`config.mk`:
```
export PLATFORM = sky130hd
export DESIGN_NAME = uart_rx_frame
export DESIGN_NICKNAME = d
export VERILOG_FILES = /design/src/rtl/uart_rx_frame.sv
export SDC_FILE = /design/constraint.sdc
export NUM_CORES = 1
export LEC_CHECK = 0
export ABC_CLOCK_PERIOD_IN_PS = 3700
export CORE_MARGIN = 2
export CORE_UTILIZATION = 50
export CTS_CLUSTER_DIAMETER = 200
export DETAILED_ROUTE_END_ITERATION = 6
export PLACE_DENSITY = 0.72
export RECOVER_POWER = 100
export SLEW_MARGIN = 30
export SYNTH_ARGS = -nofsm -noshare
export SYNTH_HDL_FRONTEND = slang
export SYNTH_SLANG_ARGS = --single-unit
```
`constraint.sdc`:
```
create_clock -name i_clk_sis -period 3.7 [get_ports i_clk_sis]
set_input_delay 0.74 -clock i_clk_sis [delete_from_list [all_inputs] [get_ports i_clk_sis]]
set_output_delay 0.74 -clock i_clk_sis [all_outputs]
set_load 0.005 [all_outputs]
```
`src/rtl/uart_rx_frame.sv`:
```
// Oversampling UART receiver: start, 8 data bits LSB first, even parity, stop.
// Delivers each byte with a valid/ack handshake plus parity, framing and overrun flags.
module uart_rx_frame #(
  parameter int unsigned CYCLES_PER_BIT = 16
) (
  input  logic       i_clk_sis,
  input  logic       i_rst,
  input  logic       i_rx,
  input  logic       i_data_ack,
  output logic [7:0] o_data_out,
  output logic       o_data_valid,
  output logic       o_parity_err,
  output logic       o_frame_err,
  output logic       o_overrun,
  output logic       o_busy
);

  localparam int unsigned HALF_BIT = CYCLES_PER_BIT / 2;
  localparam int unsigned CW       = $clog2(CYCLES_PER_BIT);
  localparam logic [CW-1:0] CYC_LAST = CW'(CYCLES_PER_BIT - 1);
  localparam logic [CW-1:0] CYC_HALF = CW'(HALF_BIT - 1);

  typedef enum logic [2:0] {
    StIdle,
    StStart,
    StData,
    StParity,
    StStop,
    StWaitHi
  } state_e;

  state_e        r_state;
  state_e        w_state_next;
  logic          r_sync1;
  logic          r_sync2;
  logic [CW-1:0] r_cyc;
  logic [2:0]    r_nbit;
  logic [7:0]    r_sh;
  logic          r_par;

  logic w_rx_s;
  logic w_bit_end;
  logic w_half;
  logic w_shift;
  logic w_cap_par;
  logic w_publish;
  logic w_acked;

  assign w_rx_s  = r_sync2;
  assign w_acked = o_data_valid & i_data_ack;

  // Two-flop synchronizer for the asynchronous serial line; idles high.
  always_ff @(posedge i_clk_sis) begin
    if (!i_rst) begin
      r_sync1 <= 1'b1;
      r_sync2 <= 1'b1;
    end else begin
      r_sync1 <= i_rx;
      r_sync2 <= r_sync1;
    end
  end

  // FSM state register.
  always_ff @(posedge i_clk_sis) begin
    if (!i_rst) begin
      r_state <= StIdle;
    end else begin
      r_state <= w_state_next;
    end
  end

  // FSM next-state logic.
  always_comb begin
    w_state_next = r_state;
    unique case (r_state)
      StIdle:   if (!w_rx_s) w_state_next = StStart;
      StStart:  if (w_half) w_state_next = w_rx_s ? StIdle : StData;
      StData:   if (w_bit_end && (r_nbit == 3'd7)) w_state_next = StParity;
      StParity: if (w_bit_end) w_state_next = StStop;
      StStop:   if (w_bit_end) w_state_next = w_rx_s ? StIdle : StWaitHi;
      StWaitHi: if (w_rx_s) w_state_next = StIdle;
      default:  w_state_next = StIdle;
    endcase
  end

  // FSM outputs: sample strobes and busy.
  always_comb begin
    w_bit_end = (r_cyc == CYC_LAST);
    w_half    = (r_state == StStart) && (r_cyc == CYC_HALF);
    w_shift   = (r_state == StData) && w_bit_end;
    w_cap_par = (r_state == StParity) && w_bit_end;
    w_publish = (r_state == StStop) && w_bit_end;
    o_busy    = (r_state != StIdle);
  end

  // Bit-period counter restarts on every state change and on each data sample.
  always_ff @(posedge i_clk_sis) begin
    if (!i_rst) begin
      r_cyc <= '0;
    end else if ((w_state_next != r_state) || w_shift) begin
      r_cyc <= '0;
    end else if (r_state != StIdle) begin
      r_cyc <= r_cyc + 1'b1;
    end
  end

  // Data shift register, bit counter and parity capture.
  always_ff @(posedge i_clk_sis) begin
    if (!i_rst) begin
      r_nbit <= '0;
      r_sh   <= '0;
      r_par  <= 1'b0;
    end else begin
      if (r_state == StStart) begin
        r_nbit <= '0;
      end else if (w_shift) begin
        r_nbit <= r_nbit + 1'b1;
      end
      if (w_shift) begin
        r_sh <= {w_rx_s, r_sh[7:1]};
      end
      if (w_cap_par) begin
        r_par <= w_rx_s ^ (^r_sh);
      end
    end
  end

  // Output holding register: publish, drop-on-overrun and ack handshake.
  always_ff @(posedge i_clk_sis) begin
    if (!i_rst) begin
      o_data_out   <= 8'h00;
      o_data_valid <= 1'b0;
      o_parity_err <= 1'b0;
      o_frame_err  <= 1'b0;
      o_overrun    <= 1'b0;
    end else begin
      if (w_publish && (!o_data_valid || i_data_ack)) begin
        o_data_out   <= r_sh;
        o_parity_err <= r_par;
        o_frame_err  <= ~w_rx_s;
        o_data_valid <= 1'b1;
      end else if (w_acked) begin
        o_data_valid <= 1'b0;
        o_parity_err <= 1'b0;
        o_frame_err  <= 1'b0;
      end
      // Ack wins over a simultaneous drop because a drop requires no ack.
      if (w_acked) begin
        o_overrun <= 1'b0;
      end else if (w_publish && o_data_valid) begin
        o_overrun <= 1'b1;
      end
    end
  end

endmodule

```
# Word-level counts from Yosys, hierarchy flattened

Cells that the tools add are included.

Flip-flop bits (word level): 33
Logic and storage cells: 57
Input bits: 4
Output and inout bits: 13

Reduce and logical (&&, ||, !) cells: 17
Add/subtract/negate cells: 2
Multiplexer cells: 13
Bitwise logic cells: 4
Eq/ne operators: 9

Operators with widths:

| kind                                                                   | number |
|---|---|
| 3-bit 2-to-1 mux                                                       | 7 |
| 3-bit case mux with 6 select lines                                     | 1 |
| 3-bit equality test (second input constant)                            | 3 |
| 8-bit parity                                                           | 1 |
| 1-bit logical AND                                                      | 7 |
| 3-bit by 2-bit equality test with 1-bit output (second input constant) | 2 |
| 2-bit OR reduction                                                     | 3 |
| 4-bit by 1-bit adder with 4-bit output (second input constant)         | 1 |
| 4-bit by 3-bit equality test with 1-bit output (second input constant) | 1 |
| 4-bit equality test (second input constant)                            | 1 |
| 1-bit 2-to-1 mux                                                       | 4 |
| 3-bit by 1-bit adder with 3-bit output (second input constant)         | 1 |
| 3-bit by 1-bit equality test with 1-bit output (second input constant) | 1 |
| 3-bit zero test                                                        | 1 |
| 3-bit != test                                                          | 1 |
| 3-bit nonzero test                                                     | 1 |
| 1-bit logical OR                                                       | 2 |
| 2-bit 2-to-1 mux                                                       | 1 |
| 1-bit NOT                                                              | 2 |
| 2-bit nonzero test                                                     | 1 |
| 1-bit bitwise AND                                                      | 1 |
| 1-bit zero test                                                        | 1 |
| 1-bit bitwise XOR                                                      | 1 |

# Longest topological paths before layout

Gate-level depths: netlist of run 1.

Word-level depth: 7
Mapped depth: 7
Gate-level depth less buffers: 6

# Least setup slack after synthesis of run 1

OpenSTA, ideal clock, no wires.

Kind: register -> output
From: register r_state[1]
To: output port o_busy
Arrival: 939 ps
Cell stages (with the launch flop): 4
Setup slack: 2021 ps
Data required time: 2960 ps
Buffers on the path: 2
Path through: dfxtp_1 > buf_4 > or3_1 > clkbuf_1

Cells in the longest elaborated chain, start to end: 1

RTL lines:

| item                   | RTL line | text |
|---|---|---|
| start, declared        | 32       | `state_e r_state;` |
| start signal, assigned | 66       | `r_state <= StIdle;` |
| start signal, assigned | 68       | `r_state <= w_state_next;` |
| 3-bit nonzero test     | 93       | `o_busy = (r_state != StIdle);` |
| end, declared          | 15       | `output logic o_busy` |

No other way between the ends.

# Final worst setup path of run 1

From: register r_state[0]
To: output port o_busy

Same word-level chain as after synthesis.

==> reports/results.txt, run 1 <==
status -> finished clean
post-placement worst setup slack -> 1.37 ns
CTS Buffer Depth -> 2
CTS sink cnt -> 33
Hold Vio Cnt, Final -> 0
largest cells by area after synthesis -> dfxtp_1, mux2i_1, nor2_1
Total Power -> 617 µW
PortBufs -> 16
Tmin final -> 2.62 ns
drt drc -> 0
CTS Hold Bufs -> 0
area of the core -> 2980 µm²
area grow syn2layout -> 11.1%
synthesized flop and latch total -> 33
Hold Path Class -> flip-flop to flip-flop
Worst Tran Pin Value -> 0.857 ns
Req. time, crit path -> 2.96 ns
GRT Total Usage -> 16.9%
fmax -> 0.381 GHz
max cap viols -> 0
Die W -> 59.3 µm
Final Non-Filler Cells -> 202
share of post-route cells with drive strength above 1 -> 6.51%
worst setup margin -> 1.08 ns
largest net degree at the start of global routing -> 26
Ys Warns -> 0
Crit Path Max Fanout -> 10
Num CTS Buffers -> 5
H-Tree Depth -> 2
post-place instance area -> 1660 µm²
number of synthesized flops with an enable pin -> 0
final WL -> 2.55 mm
top_reg_cell synth -> dfxtp_1
WL/cell -> 12.6 µm
Rows -> 20
Netlist cell types -> 37
initial antenna violation count -> 0
Slew Viols, Final -> 0
first drt pass iteration count -> 4
PwrDens -> 364 nW/µm²
Worst VDD drop -> 243 µV
final setup violating endpoints -> 0
RSZ-0062 raised after global routing -> no
Hold WS -> 0.427 ns
Post-CTS Setup Bufs -> 0
commonest cells in the netlist -> dfxtp_1, nor2_1, mux2i_1
Die Ht -> 59.3 µm
instance count of the mapped netlist -> 153
first-pass GRT wire length -> 4.38 mm
CP startpoint -> r_state[0]$_SDFF_PN0_
clk_lat worst skew -> 0.34 ns
cell accounting for the most synthesized area -> dfxtp_1
reg2reg start -> r_cyc[0]$_SDFFE_PP0N_
Placed Cells -> 194
type of element launching the critical path -> flip-flop
Slew HR -> 42.9%
Final HPWL DP -> 1.77 mm
cts repair resizes -> 0
asr flop ratio synth -> 0%
Starting Density -> 51.3%
DR vias -> 1071
Util after Layout -> 56.9%
I/O pin cnt -> 17
Die Area -> 3510 µm²
post-DR vias/cell -> 5.30
register area share after synthesis -> 43.3%
syn_area_per_cell -> 9.98 µm²
top-count cell post-synth -> dfxtp_1
clock-pin slew of the registers on the worst-case setup and hold paths -> 0.11 ns
Nets -> 175
n_diodes -> 0
setup TNS -> 0 ns
post-route ant nets -> 0
synthesized net count -> 160
Setup CP Type -> flip-flop to primary output
Hold Path Origin -> r_sync1$_SDFF_PN1_
vias in the first global route -> 993
total grt overflow -> 0
root buf cell -> clkbuf_4
Critical Path End Type -> primary output
top cell type's share of synthesized area -> 43.3%
Clock Skew -> 0.0105 ns
crit path DAT -> 1.88 ns
CTS tree -> built
GP Congestion -> 0.779
period utilisation layout -> 70.9%
Final Cell Area -> 1700 µm²
static leakage -> 0.630 nW
synthesized area -> 1530 µm²
initial DRC count -> 63
## cells in the final DEF, fill, tap and decap left out, types with 2 or more instances in the layout
cell             Yosys  layout
mux2i_1             20      20
nand2b_1             4       4
xor2_1               3       3
a22oi_1              3       3
o21ai_0              3       3
clkbuf_4             0       5
nor2b_1              2       2
a21oi_1              4       4
xnor2_1              8       8
nor4_1               1       2
ha_1                 3       3
nor2_1              32      32
dfxtp_1             33      33
clkbuf_8             0       2
nand2_1              3       4
clkdlybuf4s50_1      0       2
inv_1                6       6
dlygate4sd3_1        0      14
## kinds of logic (layout without fill, tap and decap cells)
family,after synthesis,count (layout),share of synthesized area [%]
AO/OA/AOI/OAI,18,18,8.77
XOR/XNOR,12,12,7.79
adder cells (fa/ha/maj),3,3,2.46
buffers and inverters,15,31,6.64
flip-flops,33,33,43.3
multiplexers,20,20,13.1
AND/OR/NAND/NOR,52,52,18.0
## report_power, final
part | total, mW | switching [mW] | internal (mW)
Clock | 0.233 | 0.123 | 0.110
Combinational | 0.0230 | 0.0125 | 0.0104
Sequential | 0.361 | 0.00394 | 0.357
Total | 0.617 | 0.139 | 0.478
## registers in the layout, summed over array words and instances (netlist names)
| signal | count |
|---|---|
| o_data_out | 8 |
| o_data_valid | 1 |
| o_frame_err | 1 |
| o_overrun | 1 |
| o_parity_err | 1 |
| r_cyc | 4 |
| r_nbit | 3 |
| r_par | 1 |
| r_sh | 8 |
| r_state | 3 |
| r_sync1 | 1 |
| r_sync2 | 1 |
## final cells by class
class / instances / area, µm²
Clock buffer: 7 / 65.1
Fill cell: 257 / 1280
Clock inverter: 1 / 5.00
Tap cell: 33 / 41.3
Timing Repair Buffer: 17 / 164
Sequential cell: 33 / 661
Inverter: 6 / 22.5
Multi-Input combinational cell: 105 / 737
## worst max-delay path, stage by stage, from the launching register on
cell	delay [ns]
dfxtp_1	0.45
or3_1	0.49
dlygate4sd3_1	0.61
## worst paths after layout
check / end / slack (ns) / depth (start not counted)
worst max-delay path: o_busy / 1.08 / 2
worst min-delay path: r_sync2$_SDFF_PN1_ / 0.43 / 1
worst max register to register: o_data_out[5]$_SDFFE_PN0P_ / 1.16 / 6
worst min register to register: r_sync2$_SDFF_PN1_ / 0.43 / 1
## layer usage
metal,vias to the layer above,global-route usage (%),part of all wire [%]
li1,549,-,-
met1,498,21.4,48
met2,17,25.1,46
met3,7,6.55,3.6
met4,0,7.79,2.0
met5,-,0,0
(Power assumes the default switching activity.)
==> run 2, diff against run 1 <==
- ABC_CLOCK_PERIOD_IN_PS: 3700 -> 2300
- CORE_UTILIZATION: 50 -> 49
- PLACE_DENSITY: 0.72 -> 0.74
- clock period: 3.7 -> 2.3 ns (I/O delays scaled with it)
==> run 2 against run 1 <==
Sequential share of layout area fell by 0.086 points. Combinational power rose by 91%. Clock power rose by 35%. Final area rose by 0.22%. Cell count rose by 0.99%. Worst setup slack got worse by 0.93 ns.
==> reports/results.txt, run 2 (synthesis results as in run 1) <==
WP buf/inv -> 1 (unchanged)
initial antenna violation count -> 0 (unchanged)
I/O pin cnt -> 17 (unchanged)
GP Congestion -> 0.884 (+14%)
post-route ant nets -> 0 (unchanged)
static leakage -> 0.644 nW (+2.2%)
met2 routed wirelength -> 1.34 mm (+14%)
Worst VDD drop -> 298 µV (+23%)
met3 WL -> 131 µm (+41%)
commonest cells after routing, fill and taps aside -> dfxtp_1, nor2_1, mux2i_1
Die Area -> 3580 µm² (+1.9%)
post-DR vias/cell -> 5.43 (+2.4%)
type of element launching the critical path -> flip-flop
Hold Vio Cnt, Final -> 0 (unchanged)
CP peak stage delay -> 0.47 ns (-0.14 ns)
largest net degree at the start of global routing -> 21 (-19%)
final setup violating endpoints -> 0 (unchanged)
critical path's slowest cell -> or3_4
max cap viols -> 0 (unchanged)
total grt overflow -> 0 (unchanged)
crit-path cells -> or3_4, clkdlybuf4s50_1
cts repair resizes -> 0 (unchanged)
Net Switching -> 226 µW (+62%)
CTS Buffer Depth -> 2 (unchanged)
Metal-1 WL -> 1.26 mm (+1.9%)
Die W -> 59.8 µm (+0.95%)
Net Sw Frac -> 24.1% (+1.5 points)
Rows -> 20 (unchanged)
status -> finished clean
GRT Total Usage -> 17.6% (+0.73 points)
PortBufs -> 16 (unchanged)
crit path DAT -> 1.70 ns (-0.18 ns)
fmax -> 0.464 GHz
CTS Hold Bufs -> 0 (unchanged)
Critical Path End Type -> primary output
first-pass GRT wire length -> 4.63 mm (+5.7%)
Die Ht -> 59.8 µm (+0.95%)
most common cell after layout, fill and taps aside -> dfxtp_1
share of post-route cells with drive strength above 1 -> 8.19% (+1.7 points)
setup TNS -> 0 ns (unchanged)
Flop pwr share -> 61.8% (+3.3 points)
drt drc -> 0 (unchanged)
Setup CP Type -> flip-flop to primary output
clock power share -> 33.5% (-4.2 points)
area of the core -> 3000 µm² (+0.84%)
WL/cell -> 13.7 µm (+8.5%)
clock-pin slew of the registers on the worst-case setup and hold paths -> 0.10 ns (about the same)
Crit Path Max Fanout -> 10 (unchanged)
Worst Tran Pin Value -> 0.530 ns (-0.326 ns)
Pint -> 712 µW (+49%)
CTS sink cnt -> 33 (unchanged)
Clock Skew -> 0.00840 ns (-0.00215 ns)
final WL -> 2.79 mm (+9.6%)
RSZ-0062 raised after global routing -> no
root buf cell -> clkbuf_4
biggest regs -> o_data_out (8), r_sh (8), r_cyc (4)
Req. time, crit path -> 1.84 ns (-1.12 ns)
n_diodes -> 0 (unchanged)
Tmin final -> 2.16 ns
Starting Density -> 50.8% (-0.43 points)
Slew Viols, Final -> 0 (unchanged)
CTS tree -> built
Hold Path Class -> flip-flop to flip-flop
first drt pass iteration count -> 4 (unchanged)
CP top delay family -> simple AND/OR/NAND/NOR gates
Comb pwr share -> 4.7% (+1.0 points)
Nets -> 177 (+1.1%)
initial DRC count -> 83 (+32%)
period utilisation layout -> 93.8%
clk_lat worst skew -> 0.34 ns (about the same)
Num CTS Buffers -> 5 (unchanged)
H-Tree Depth -> 2 (unchanged)
Post-CTS Setup Bufs -> 0 (unchanged)
Total Power -> 937 µW (+52%)
area grow syn2layout -> 11.3%
PwrDens -> 552 nW/µm² (+51%)
Slew HR -> 64.6% (+22 points)
Final HPWL DP -> 1.98 mm (+12%)
DR vias -> 1108 (+3.5%)
Top Metal Used -> met4
vias in the first global route -> 1078 (+8.6%)
-- run 2: changes by cell type in the layout (fill, tap and decap cells not counted), sizes merged --
cell           previous run  this run
clkinv                    1         2
buf                       0         2
dlygate4sd3              14        13
clkdlybuf4s50             2         3
clkbuf                    8         7
-- run 2: worst paths after layout --
| check | start | endpoint | slack, ns | cells past startpoint |
|---|---|---|---|---|
| max | r_state[1]$_SDFF_PN0_ | o_busy | 0.14 | 2 |
| min | r_sync1$_SDFF_PN1_ | r_sync2$_SDFF_PN1_ | 0.42 | 1 |
| max reg2reg | r_cyc[0]$_SDFFE_PP0N_ | o_data_out[4]$_SDFFE_PN0P_ | 0.26 | 6 |
| min reg2reg | r_sync1$_SDFF_PN1_ | r_sync2$_SDFF_PN1_ | 0.42 | 1 |
-- run 2: stage by stage --
step	hold WS (ns)	area [µm²]	utilization, %	cells	setup slack (ns)
detailed placement	0.397	1670	55.7	196	0.295
global route	0.449	1700	56.6	204	0.0628
floorplan	0.386	1530	-	153	0.699
finish	0.420	1700	56.6	204	0.143
global placement	0.396	1670	55.7	196	0.357
CTS	0.431	1720	57.4	204	0.0599
-- run 2: metal layers --
layer  vias to the layer above  GRT usage [%]
met5                         -              0
met4                         0           9.52
met3                         5           5.84
met2                        26           28.9
met1                       525           20.0
li1                        552              -
-- run 2: area by class of cell --
cell class                 count  area (µm²)
clock buffer                   6        41.3
clock inverter                 2        10.0
fill                         285        1300
inverter                       6        22.5
multi-input combinational    105         743
sequential                    33         661
tap                           33        41.3
timing repair buffer          19         180
-- run 2: power by group through the flow --
stage | registers [mW] | clock network [mW] | logic, mW
after floorplan | 0.590 | 0 | 0.0342
after global placement | 0.592 | 0 | 0.0439
after detailed placement | 0.592 | 0 | 0.0452
after CTS | 0.579 | 0.325 | 0.0458
after global routing | 0.580 | 0.349 | 0.0481
final | 0.579 | 0.314 | 0.0439
